## src/rtl/arith_pkg.sv

```systemverilog
// Shared definitions for the 4-bit arithmetic datapath (add/sub and divider).
// Latency: n/a (types and constants only).
// Backpressure: n/a.
package arith_pkg;

   localparam int ARITH_W = 4;

   typedef enum logic [1:0] {
      IDLE = 2'd0,
      RUN  = 2'd1,
      DONE = 2'd2
   } state_e;

endpackage

```

## src/rtl/trial_sub.sv

```systemverilog
// Trial subtractor: W+1-bit a - b as a + ~b + 1 on a ripple full-adder chain.
// Latency: combinational.
// Backpressure: none.
// Ports:
//   a, b    in   W   unsigned operands, zero-extended to W+1 bits internally
//   diff    out  W   low W bits of the difference
//   borrow  out  1   MSB of the W+1-bit difference; 1 when a < b
module trial_sub #(
   parameter int W = 4
) (
   input  logic [W-1:0] a,
   input  logic [W-1:0] b,
   output logic [W-1:0] diff,
   output logic         borrow
);

   logic [W:0] a_ext;
   logic [W:0] b_inv;
   logic [W:0] sum;
   logic [W:0] carry;

   assign a_ext    = {1'b0, a};
   assign b_inv    = ~{1'b0, b};
   // Carry-in of 1 completes the two's complement of b.
   assign carry[0] = 1'b1;

   for (genvar i = 0; i <= W; i++) begin : g_fa
      assign sum[i] = a_ext[i] ^ b_inv[i] ^ carry[i];
      if (i < W) begin : g_carry
         assign carry[i+1] = (a_ext[i] & b_inv[i]) | (a_ext[i] & carry[i]) | (b_inv[i] & carry[i]);
      end
   end

   assign diff   = sum[W-1:0];
   assign borrow = sum[W];

endmodule

```

## src/rtl/seq_divider_4b.sv

```systemverilog
// Multi-cycle unsigned restoring divider: quotient = dividend / divisor, remainder = dividend % divisor.
// Latency: done pulses W+1 cycles after start is sampled (1 cycle when divisor is zero).
// Backpressure: start is only accepted in IDLE; start while busy is dropped, operands latched at start.
// Ports:
//   clk, rst             clock, synchronous active-high reset
//   start                request a division (sampled in IDLE only)
//   dividend, divisor    unsigned operands, bit 0 = MSB
//   busy                 high in RUN and DONE
//   done                 one-cycle pulse, results valid from this cycle
//   quotient, remainder  unsigned results, bit 0 = MSB, held until next completion
//   dbz                  divide-by-zero flag for the last completed operation
module seq_divider_4b
   import arith_pkg::*;
#(
   parameter int W = ARITH_W
) (
   input  logic         clk,
   input  logic         rst,
   input  logic         start,
   input  logic [0:W-1] dividend,
   input  logic [0:W-1] divisor,
   output logic         busy,
   output logic         done,
   output logic [0:W-1] quotient,
   output logic [0:W-1] remainder,
   output logic         dbz
);

   localparam int CW = $clog2(W + 1);

   state_e        state_q, state_d;
   logic [CW-1:0] count_q, count_d;
   // Partial remainder only needs W-1 bits between steps: after k < W steps it is
   // bounded by the top k dividend bits. The full W-bit value of the final step
   // goes straight into rem_q.
   logic [W-2:0]  r_q, r_d;
   logic [W-1:0]  q_q, q_d;
   logic [W-1:0]  d_q, d_d;
   logic [W-1:0]  quot_q, quot_d;
   logic [W-1:0]  rem_q, rem_d;
   logic          dbz_q, dbz_d;

   logic [W-1:0]  dividend_v;
   logic [W-1:0]  divisor_v;
   logic [W-1:0]  r_shift;
   logic [W-1:0]  diff;
   logic          borrow;
   logic [W-1:0]  step_r;
   logic [W-1:0]  step_q;

   assign dividend_v = dividend;
   assign divisor_v  = divisor;

   // Left shift of {R,Q}: the MSB of Q moves into the LSB of R.
   assign r_shift = {r_q, q_q[W-1]};

   trial_sub #(.W(W)) u_trial_sub (
      .a      (r_shift),
      .b      (d_q),
      .diff   (diff),
      .borrow (borrow)
   );

   // Restore on borrow: keep the shifted remainder, quotient bit is 0.
   assign step_r = borrow ? r_shift : diff;
   assign step_q = {q_q[W-2:0], ~borrow};

   always_comb begin
      state_d = state_q;
      count_d = count_q;
      r_d     = r_q;
      q_d     = q_q;
      d_d     = d_q;
      quot_d  = quot_q;
      rem_d   = rem_q;
      dbz_d   = dbz_q;
      unique case (state_q)
         IDLE: begin
            if (start) begin
               q_d     = dividend_v;
               d_d     = divisor_v;
               r_d     = '0;
               count_d = CW'(W);
               if (divisor_v == '0) begin
                  quot_d  = '1;
                  rem_d   = dividend_v;
                  dbz_d   = 1'b1;
                  state_d = DONE;
               end else begin
                  state_d = RUN;
               end
            end
         end
         RUN: begin
            r_d     = step_r[W-2:0];
            q_d     = step_q;
            count_d = count_q - 1'b1;
            if (count_q == CW'(1)) begin
               quot_d  = step_q;
               rem_d   = step_r;
               dbz_d   = 1'b0;
               state_d = DONE;
            end
         end
         DONE: begin
            state_d = IDLE;
         end
         default: begin
            state_d = IDLE;
         end
      endcase
   end

   always_ff @(posedge clk) begin
      if (rst) begin
         state_q <= IDLE;
         count_q <= '0;
         r_q     <= '0;
         q_q     <= '0;
         d_q     <= '0;
         quot_q  <= '0;
         rem_q   <= '0;
         dbz_q   <= 1'b0;
      end else begin
         state_q <= state_d;
         count_q <= count_d;
         r_q     <= r_d;
         q_q     <= q_d;
         d_q     <= d_d;
         quot_q  <= quot_d;
         rem_q   <= rem_d;
         dbz_q   <= dbz_d;
      end
   end

   assign busy      = (state_q != IDLE);
   assign done      = (state_q == DONE);
   assign quotient  = quot_q;
   assign remainder = rem_q;
   assign dbz       = dbz_q;

endmodule

```

## config.mk

```make
export PLATFORM = sky130hd
export DESIGN_NAME = seq_divider_4b
export DESIGN_NICKNAME = d
export VERILOG_FILES = /design/src/rtl/arith_pkg.sv /design/src/rtl/trial_sub.sv /design/src/rtl/seq_divider_4b.sv
export SDC_FILE = /design/constraint.sdc
export NUM_CORES = 1
export LEC_CHECK = 0
export CORE_MARGIN = 5
export CORE_UTILIZATION = 45
export CTS_CLUSTER_DIAMETER = 40
export DETAILED_ROUTE_END_ITERATION = 16
export PLACE_DENSITY = 0.76
export REMOVE_ABC_BUFFERS = 1
export SYNTH_ARGS = -nofsm -noshare
export SYNTH_HDL_FRONTEND = slang
export SYNTH_HIERARCHICAL = 1
export SYNTH_SLANG_ARGS = --single-unit
```

## constraint.sdc

```tcl
create_clock -name clk -period 2.2 [get_ports clk]
set_input_delay 0.22 -clock clk [delete_from_list [all_inputs] [get_ports clk]]
set_output_delay 0.22 -clock clk [all_outputs]
set_load 0.02 [all_outputs]
```

==> results of run 1 <==
[flip-flops by register name, indices dropped and copies added (netlist names)]
register   flops
r_q            3
count_q        3
q_q            4
state_q        2
quotient       4
d_q            4
remainder      4
dbz            1
[routing by layer]
| layer | GRT usage [%] | share of wire, % | vias to the layer above |
|---|---|---|---|
| met3 | 3.777 | 3.2 | 5 |
| met5 | 0 | 0 | - |
| met2 | 25.52 | 51 | 20 |
| li1 | - | - | 523 |
| met4 | 2.387 | 1.1 | 0 |
| met1 | 16.19 | 45 | 484 |
[metrics by stage]
step | std cells | hold slack [ns] | worst slack [ns]
floorplan | 136 | 0.2824 | -0.2323
global placement | 192 | 0.4434 | -0.2525
detailed placement | 192 | 0.4501 | -0.3375
CTS | 197 | 0.4699 | -0.1631
global route | 197 | 0.4988 | -0.2031
finish | 197 | 0.4654 | -0.1135
[path summary, 6_finish.rpt]
kind | endpoint | slack, ns
hold reg to reg | remainder[2]$_SDFFE_PP0P_ | 0.47
hold / removal | remainder[2]$_SDFFE_PP0P_ | 0.47
setup reg to reg | remainder[0]$_SDFFE_PP0P_ | -0.11
setup / recovery | remainder[0]$_SDFFE_PP0P_ | -0.11
[cell families after synthesis]
| family | share of synthesized area [%] |
|---|---|
| multiplexers | 4.995 |
| buffers and inverters | 7.092 |
| flip-flops | 39.96 |
| XOR/XNOR | 0.6994 |
| adder cells (fa/ha/maj) | 7.793 |
| AO/OA/AOI/OAI | 17.08 |
| AND/OR/NAND/NOR | 22.38 |
[placed cells by master (no fill, tap or decap), drive strengths merged]
master          n
o21ba           1
a21o            3
o21ai           2
and2            1
mux2            2
nor2b           3
nor2           17
a22oi           1
ha              3
clkdlybuf4s50  21
o32a            1
nand3b          1
a21oi          15
buf             5
a2bb2oi         1
fa              3
and4bb          1
nor4            1
nor3b           1
a211oi          3
nor3            4
o211ai          1
nand2b          3
a31oi           1
mux2i           4
xor2            1
inv            11
o32ai           1
clkbuf          4
dfxtp          25
nand2          24
a311oi          1
[power by group through the flow]
stage / combinational [µW] / sequential (µW) / clock [µW]
floorplan: 164 / 544 / 0
global placement: 275 / 532 / 0
detailed placement: 286 / 534 / 0
CTS: 307 / 525 / 209
global route: 337 / 532 / 223
finish: 306 / 525 / 205
[worst max-delay path, delay by kind of cell, from the launching register on]
family                   cells  cell delay (ns)
multiplexers                 1             0.16
AND/OR/NAND/NOR              1             0.08
flip-flops                   1             0.36
adder cells (fa/ha/maj)      4             1.22
buffers and inverters        2             0.20
AO/OA/AOI/OAI                2             0.17
[cell type report]
type                            instances  area (µm²)  share of cell area (%)
Tap cell                               31       38.79                   2.506
Clock buffer                            4       26.28                   1.698
Sequential cell                        25       501.7                   32.42
Timing Repair Buffer                   26       247.7                   16.01
Multi-Input combinational cell        100       691.9                   44.71
Inverter                               11       41.29                   2.668
[repair_timing]
action                     4_1_cts  5_1_grt
setup endpoints to repair        9        7
pin swaps                        7        2
buffers inserted                 1        0
resized for setup               10        0
cloned                           0        0
==> flow_metrics.env, run 1 <==
export IMPL_crit_type="reg2reg"
export IMPL_rr_startpoint="q_q[3]$_SDFFE_PP0P_"
export IMPL_synth_top_area_share_pct=39.96
export IMPL_syn_cell_area_mm2=0.001252
export IMPL_p_seq_share_pct=50.7
export IMPL_period_share_pct=105.2
export IMPL_postRouteAntennaNets=0
export IMPL_hold_depth=2
export IMPL_firstDrtPassIters=4
export IMPL_worst_path_max_delay_cell="fa_2"
export IMPL_worst_slack_ns=-0.1135
export IMPL_fp_coreArea_mm2=0.002710
export IMPL_yosys_area_top_type="dfxtp_1"
export IMPL_io_pins=22
export IMPL_max_freq_ghz=0.4322
export IMPL_htree_levels=1
export IMPL_violations="setup timing"
export IMPL_placementRows=19
export IMPL_drv_cap=0
export IMPL_cts_tree="yes"
export IMPL_fin_area_mm2=0.001548
export IMPL_drc_errors=0
export IMPL_switching_share_pct=31.27
export IMPL_clock_latency_ns=0.32
export IMPL_hp_start="remainder[2]$_SDFFE_PP0P_"
export IMPL_slew_viol_final=0
export IMPL_path_common_cell="fa_2"
export IMPL_finalPower_uw=1037
export IMPL_drt_iter0_markers=22
export IMPL_hold_path_class="reg2reg"
export IMPL_viasPerCell=5.239
export IMPL_slew_headroom_pct=59.70
export IMPL_status="finished, violations left"
export IMPL_clock_power_share_pct=19.8
export IMPL_rr_worst_depth=10
export IMPL_yosysMostFrequentCell="dfxtp_1"
export IMPL_diodes=0
export IMPL_avgSynthCellArea_um2=8.698
export IMPL_min_period_ns=2.314
export IMPL_ys_seq_elements=25
export IMPL_finalClockSkew_ns=0.004894
export IMPL_synthCells=144
export IMPL_worst_pin_slew_ns=0.6027
export IMPL_grt_antenna_before_repair=0
export IMPL_ys_seq_area_share_pct=39.96
export IMPL_vias=1032
export IMPL_die_w_um=62.76
export IMPL_peakVddDrop_mv=0.5046
export IMPL_synth_edf_count=0
export IMPL_comb_power_share_pct=29.5
export IMPL_path_clk_slew_ns=0.13
export IMPL_yosysWarnings=6
export IMPL_leakagePower_uw=0.0006012
export IMPL_layout_area_overhead_vs_synth_pct=23.58
export IMPL_final_nets=184
export IMPL_pwr_density_cell_mw_per_mm2=670.1
export IMPL_p_int_uw=712.8
export IMPL_cts_inserted_buffers=3
export IMPL_fp_dieH_um=62.76
export IMPL_synth_cell_types=36
export IMPL_dieArea_mm2=0.003938
export IMPL_clock_root_buffer="clkbuf_4"
export IMPL_grt_first_pass_wirelength_um=4560
export IMPL_final_layout_size_suffix_gt1_share_pct=16.27
export IMPL_final_hold_viol_count=0
export IMPL_synth_common_cells="dfxtp_1 (25), nand2_1 (24), nor2_1 (16), a21oi_1 (13), inv_1 (11)"
export IMPL_grt_max_degree=17
export IMPL_hpwl_um=2105
export IMPL_arrival_ns=2.51
export IMPL_first_global_vias=1042
export IMPL_grt_usage_pct=13.92
export IMPL_clock_sinks=25
export IMPL_cts_hold_buffers_added=0
export IMPL_fillers=257
export IMPL_wl_um=2711
export IMPL_cp_start_kind="register"
export IMPL_grt_ovfl_total=0
export IMPL_initial_core_util_pct=46.21
export IMPL_finalSetupTns_ns=-0.3380
export IMPL_post_drt_wl_per_cell_um=13.76
export IMPL_startpoint="q_q[3]$_SDFFE_PP0P_"
export IMPL_path_cells="inv_2 > ha_4 > fa_2 > fa_2 > fa_2 > buf_4 > mux2i_1 > nand2_1 > o211ai_1 > a21oi_1"
export IMPL_setup_violations=4
export IMPL_slowest_delay_ns=0.40
export IMPL_ctsLongestPathBuffers=2
export IMPL_cp_required_ns=2.40
export IMPL_final_util_pct=57.11
export IMPL_gp_congestion=0.8070
export IMPL_crit_path_end_kind="register"
export IMPL_synth_area_leaders="dfxtp_1 (40%), nand2_1 (7.2%), a21oi_1 (5.2%), fa_1 (4.8%), nor2_1 (4.8%)"
export IMPL_synth_top_flop_cell="dfxtp_1"
export IMPL_rsz0062_at_grt="yes"
export IMPL_post_dp_cell_area_mm2=0.001484
export IMPL_portBuffers=21
export IMPL_p_switching_uw=324.3
export IMPL_async_flop_share_pct=0
export IMPL_crit_fanout=5
Power figures use the tool's default switching activity.
==> inputs of run 2 (changes only) <==
--- a/config.mk
+++ b/config.mk
@@ -9,6 +9,7 @@
 export CORE_UTILIZATION = 45
 export CTS_CLUSTER_DIAMETER = 40
 export DETAILED_ROUTE_END_ITERATION = 16
+export GPL_TIMING_DRIVEN = 0
 export PLACE_DENSITY = 0.76
 export REMOVE_ABC_BUFFERS = 1
 export SYNTH_ARGS = -nofsm -noshare
==> run 2 against run 1 <==
  * The flow still finishes with violations (setup timing)
  * Routed wire length down 5.6%
  * Sequential cell count is the same
  * Global-route usage fell by 0.71 points
  * Utilization decreased by 0.37 points
  * Sequential share of layout area rose by 0.21 points
  * Non-clock buffer count decreased by 3
  * Critical endpoint unchanged
==> flow_metrics.env, run 2 (synthesis results as in run 1) <==
export IMPL_clock_latency_ns=0.31
export IMPL_fp_coreArea_mm2=0.002710
export IMPL_path_buf_inv=2
export IMPL_wl_um=2560
export IMPL_fp_dieH_um=62.76
export IMPL_drt_iter0_markers=17
export IMPL_crit_fanout=2
export IMPL_cp_required_ns=2.37
export IMPL_postRouteAntennaNets=0
export IMPL_grt_usage_pct=13.21
export IMPL_final_layout_size_suffix_gt1_share_pct=16.56
export IMPL_drv_cap=0
export IMPL_grt_first_pass_wirelength_um=4471
export IMPL_fin_cells=194
export IMPL_pwr_density_cell_mw_per_mm2=666.7
export IMPL_gp_congestion=0.7779
export IMPL_arrival_ns=2.53
export IMPL_vias=1027
export IMPL_io_pins=22
export IMPL_status="finished, violations left"
export IMPL_clock_root_buffer="clkbuf_4"
export IMPL_diodes=0
export IMPL_cp_start_kind="register"
export IMPL_finalSetupTns_ns=-0.7780
export IMPL_finalClockSkew_ns=0.006953
export IMPL_slew_headroom_pct=39.47
export IMPL_placementRows=19
export IMPL_final_nets=181
export IMPL_final_common_cell="dfxtp_1"
export IMPL_layout_area_overhead_vs_synth_pct=22.78
export IMPL_clock_sinks=25
export IMPL_final_seq_area_um2=501.7
export IMPL_crit_path_end_kind="register"
export IMPL_final_hold_viol_count=0
export IMPL_firstDrtPassIters=4
export IMPL_place_ws_ns=-0.4057
export IMPL_cts_tree="yes"
export IMPL_slew_viol_final=0
export IMPL_die_w_um=62.76
export IMPL_violations="setup timing"
export IMPL_hold_path_class="reg2reg"
export IMPL_p_seq_share_pct=51.4
export IMPL_viasPerCell=5.294
export IMPL_comb_power_share_pct=29.5
export IMPL_grt_max_degree=26
export IMPL_first_global_vias=1051
export IMPL_rsz0062_at_grt="yes"
export IMPL_p_int_uw=707.5
export IMPL_clock_power_share_pct=19.1
export IMPL_worst_pin_slew_ns=0.9052
export IMPL_fillers=257
export IMPL_peakVddDrop_mv=0.6031
export IMPL_dieArea_mm2=0.003938
export IMPL_switching_share_pct=30.99
export IMPL_dp_cells=188
export IMPL_min_period_ns=2.352
export IMPL_drc_errors=0
export IMPL_crit_family="adder cells"
export IMPL_ctsLongestPathBuffers=2
export IMPL_max_freq_ghz=0.4251
export IMPL_fin_area_mm2=0.001538
export IMPL_cts_inserted_buffers=3
export IMPL_grt_antenna_before_repair=0
export IMPL_hpwl_um=1916
export IMPL_crit_type="reg2reg"
export IMPL_portBuffers=21
export IMPL_mostFrequentLayoutCells="dfxtp_1 (24), nand2_1 (22), clkdlybuf4s50_1 (21), nor2_1 (16), a21oi_1 (12)"
export IMPL_multiInputGateArea_um2=703.2
export IMPL_post_dp_cell_area_mm2=0.001454
export IMPL_cts_hold_buffers_added=0
export IMPL_htree_levels=1
export IMPL_holdWs_ns=0.4608
export IMPL_initial_core_util_pct=46.21
export IMPL_p_switching_uw=317.7
export IMPL_slowest_delay_ns=0.52
export IMPL_path_cells="inv_2 > ha_4 > fa_2 > fa_2 > fa_2 > inv_1 > mux2i_1 > nand2_1 > o211ai_1 > a21oi_1"
export IMPL_post_drt_wl_per_cell_um=13.20
export IMPL_worst_slack_ns=-0.1525
export IMPL_worst_path_max_delay_cell="fa_2"
export IMPL_leakagePower_uw=0.0005936
export IMPL_period_share_pct=106.9
export IMPL_path_common_cell="fa_2"
export IMPL_path_clk_slew_ns=0.13
export IMPL_setup_violations=7
export IMPL_grt_ovfl_total=0
==> run 2: power groups by stage <==
stage	Clock, µW	Combinational, µW	Sequential, µW
final	196	302	527
after detailed placement	0	272	535
after global placement	0	266	533
after global routing	227	333	534
after CTS	204	291	527
after floorplan	0	164	544
==> run 2: per-layer routing <==
metal | global-route usage (%) | share of wire [%] | routed length, µm
met5 | 0 | 0 | 0
met2 | 23.96 | 52 | 1338
met3 | 1.978 | 4.1 | 106
met4 | 2.653 | 0.47 | 12
met1 | 16.39 | 43 | 1103
==> run 2: final timing paths <==
path | cells after the start | to | startpoint | slack (ns)
min | 2 | remainder[0]$_SDFFE_PP0P_ | remainder[0]$_SDFFE_PP0P_ | 0.46
max reg2reg | 10 | remainder[0]$_SDFFE_PP0P_ | q_q[3]$_SDFFE_PP0P_ | -0.15
max | 10 | remainder[0]$_SDFFE_PP0P_ | q_q[3]$_SDFFE_PP0P_ | -0.15
min reg2reg | 2 | remainder[0]$_SDFFE_PP0P_ | remainder[0]$_SDFFE_PP0P_ | 0.46
==> run 2: final cells by class <==
| type | instances | share of cell area [%] |
|---|---|---|
| Multi-Input combinational cell | 100 | 45.73 |
| Inverter | 11 | 2.685 |
| Clock buffer | 3 | 1.465 |
| Timing Repair Buffer | 23 | 14.65 |
| Sequential cell | 25 | 32.63 |
| Tap cell | 31 | 2.522 |
| Clock inverter | 1 | 0.3255 |
==> run 2: timing repair <==
| action | 4_1_cts | 5_1_grt |
|---|---|---|
| setup buffers | 1 | 1 |
| resized for setup | 9 | 5 |
| pin swaps | 9 | 8 |
| setup endpoints to repair | 9 | 9 |
==> run 2: worst min-delay path: cells and delay by family (launching register included) <==
family,cells,cell delay (ns)
simple gates,1,0.05
compound gates,1,0.05
flops,1,0.33
==> run 2: metrics by stage <==
stage,total power (µW),util (%)
after floorplan,707.5,-
after global placement,798.6,53.65
after detailed placement,807.4,53.65
after CTS,1022,55.96
after global routing,1094,56.74
final,1025,56.74
==> inputs of run 3 (changes only) <==
--- a/config.mk
+++ b/config.mk
@@ -5,12 +5,13 @@
 export SDC_FILE = /design/constraint.sdc
 export NUM_CORES = 1
 export LEC_CHECK = 0
+export CORE_ASPECT_RATIO = 1.5
 export CORE_MARGIN = 5
-export CORE_UTILIZATION = 45
+export CORE_UTILIZATION = 46
 export CTS_CLUSTER_DIAMETER = 40
 export DETAILED_ROUTE_END_ITERATION = 16
 export GPL_TIMING_DRIVEN = 0
-export PLACE_DENSITY = 0.76
+export PLACE_DENSITY = 0.77
 export REMOVE_ABC_BUFFERS = 1
 export SYNTH_ARGS = -nofsm -noshare
 export SYNTH_HDL_FRONTEND = slang
==> run 3 against run 2 <==
  * The flow still finishes with violations (setup timing)
  * Sequential cell count stayed put
  * Critical path depth stayed put
  * First-iteration DRC count is 24% higher
  * Global-route usage is 2.5 points higher
  * Sequential power hardly changed
  * Largest cell class unchanged
==> flow_metrics.env, run 3 (synthesis results as in run 1) <==
export IMPL_status="finished, violations left"
export IMPL_violations="setup timing"
export IMPL_path_clk_slew_ns=0.08
export IMPL_dieArea_mm2=0.003888
export IMPL_grt_usage_pct=15.75
export IMPL_slew_headroom_pct=36.90
export IMPL_period_share_pct=106.3
export IMPL_leakagePower_uw=0.0005966
export IMPL_clock_root_buffer="clkbuf_8"
export IMPL_first_global_vias=1061
export IMPL_final_seq_area_um2=501.7
export IMPL_final_hold_viol_count=0
export IMPL_r2r_setup_slack_ns=-0.14
export IMPL_worst_pin_slew_ns=0.9435
export IMPL_pwr_density_cell_mw_per_mm2=705.3
export IMPL_rr_worst_depth=10
export IMPL_firstDrtPassIters=4
export IMPL_final_nets=182
export IMPL_hpwl_um=1972
export IMPL_worst_path_max_delay_cell="fa_2"
export IMPL_diodes=0
export IMPL_clock_latency_ns=0.27
export IMPL_htree_levels=1
export IMPL_final_util_pct=58.93
export IMPL_cp_required_ns=2.32
export IMPL_layout_area_overhead_vs_synth_pct=24.58
export IMPL_crit_fanout=4
export IMPL_min_period_ns=2.339
export IMPL_worst_slack_ns=-0.1393
export IMPL_finalClockSkew_ns=0.003170
export IMPL_gp_congestion=0.7504
export IMPL_grt_ovfl_total=0
export IMPL_grt_antenna_before_repair=0
export IMPL_die_w_um=52.61
export IMPL_setup_violations=7
export IMPL_portBuffers=21
export IMPL_io_pins=22
export IMPL_rr_startpoint="q_q[3]$_SDFFE_PP0P_"
export IMPL_post_drt_wl_per_cell_um=13.35
export IMPL_slowest_delay_ns=0.39
export IMPL_drc_errors=0
export IMPL_crit_type="reg2reg"
export IMPL_rsz0062_at_grt="yes"
export IMPL_ctsLongestPathBuffers=2
export IMPL_fp_dieH_um=73.91
export IMPL_postRouteAntennaNets=0
export IMPL_mostFrequentLayoutCells="dfxtp_1 (24), nand2_1 (23), clkdlybuf4s50_1 (21), nor2_1 (16), a21oi_1 (12)"
export IMPL_viasPerCell=5.085
export IMPL_startpoint="q_q[3]$_SDFFE_PP0P_"
export IMPL_multiInputGateArea_um2=693.2
export IMPL_grt_first_pass_wirelength_um=4643
export IMPL_drt_iter0_markers=21
export IMPL_final_layout_size_suffix_gt1_share_pct=15.85
export IMPL_holdWs_ns=0.4555
export IMPL_path_common_cell="fa_2"
export IMPL_clock_sinks=25
export IMPL_peakVddDrop_mv=0.5053
export IMPL_fin_cells=201
export IMPL_fillers=248
export IMPL_cp_start_kind="register"
export IMPL_finalSetupTns_ns=-0.4333
export IMPL_r2r_end="remainder[0]$_SDFFE_PP0P_"
export IMPL_fp_coreArea_mm2=0.002648
export IMPL_setup_worst_path_end="remainder[0]$_SDFFE_PP0P_"
export IMPL_cts_tree="yes"
export IMPL_final_common_cell="dfxtp_1"
export IMPL_cts_inserted_buffers=3
export IMPL_hold_path_class="reg2reg"
export IMPL_slew_viol_final=0
export IMPL_arrival_ns=2.45
export IMPL_max_freq_ghz=0.4275
export IMPL_placementRows=23
export IMPL_initial_core_util_pct=47.31
export IMPL_vias=1022
export IMPL_drv_cap=0
export IMPL_grt_max_degree=26
export IMPL_dp_cells=194
export IMPL_path_cells="inv_2 > ha_4 > fa_2 > fa_2 > fa_2 > buf_4 > mux2i_1 > nand2_1 > o211ai_1 > a21oi_1"
export IMPL_crit_path_end_kind="register"
export IMPL_wl_um=2684
## run 3: cell count changes in the layout (fill, tap and decap cells not counted), sizes merged
cell,delta
clkinv,-1
clkbuf,+1
buf,+1
## run 3: power breakdown
part           switching [µW]  total (µW)  internal [µW]
Clock                     140         270            130
Combinational             156         305            149
Sequential               33.3         526            492
Total                     329        1100            771
## run 3: what timing repair did
item                       CTS  global route
pin swaps                    7             5
gates cloned                 0             0
hold endpoints to repair     0             0
setup buffers                3             0
resized for setup           10             2
setup endpoints to repair    9             9
hold buffers                 0             0
## run 3: per-layer routing
layer,vias to the layer above,share of wire (%),GRT usage [%],routed length (µm)
li1,523,-,-,-
met1,478,42,18.08,1132
met2,17,52,27.90,1406
met3,4,3.6,2.840,96
met4,0,1.8,6.818,48
met5,-,0,0,0
## run 3: metrics by stage
stage          power, µW  worst slack, ns  cell area [µm²]
3_3_place_gp       798.1          -0.3806             1461
3_5_place_dp       809.4          -0.3828             1461
6_report            1100          -0.1393             1560
4_1_cts             1105          -0.2918             1556
2_1_floorplan      707.5          -0.2323             1205
5_1_grt             1164          -0.2312             1560
## run 3: cell type report
class,count,share of cell area [%]
multi-input cells,100,44.43
flip-flops and latches,25,32.16
repair buffers,24,14.92
well taps,37,2.967
clock buffers,4,2.887
inverters,11,2.646
## run 3: worst min-delay path by stage
stage	startpoint	to	slack, ns	cells after the start
2_1_floorplan	rst	remainder[1]$_SDFFE_PP0P_	0.28	1
3_3_place_gp	remainder[2]$_SDFFE_PP0P_	remainder[2]$_SDFFE_PP0P_	0.44	2
3_5_place_dp	remainder[0]$_SDFFE_PP0P_	remainder[0]$_SDFFE_PP0P_	0.45	2
4_1_cts	remainder[0]$_SDFFE_PP0P_	remainder[0]$_SDFFE_PP0P_	0.46	2
5_1_grt	remainder[0]$_SDFFE_PP0P_	remainder[0]$_SDFFE_PP0P_	0.48	2
6_report	remainder[0]$_SDFFE_PP0P_	remainder[0]$_SDFFE_PP0P_	0.46	2
## run 3: critical path, delay by kind of cell, from the launching register on
kind            cells  cell delay, ns
fa+ha+maj           4            1.22
simple gates        1            0.07
mux                 1            0.14
compound gates      2            0.22
flops               1            0.34
buf+inv             2            0.20
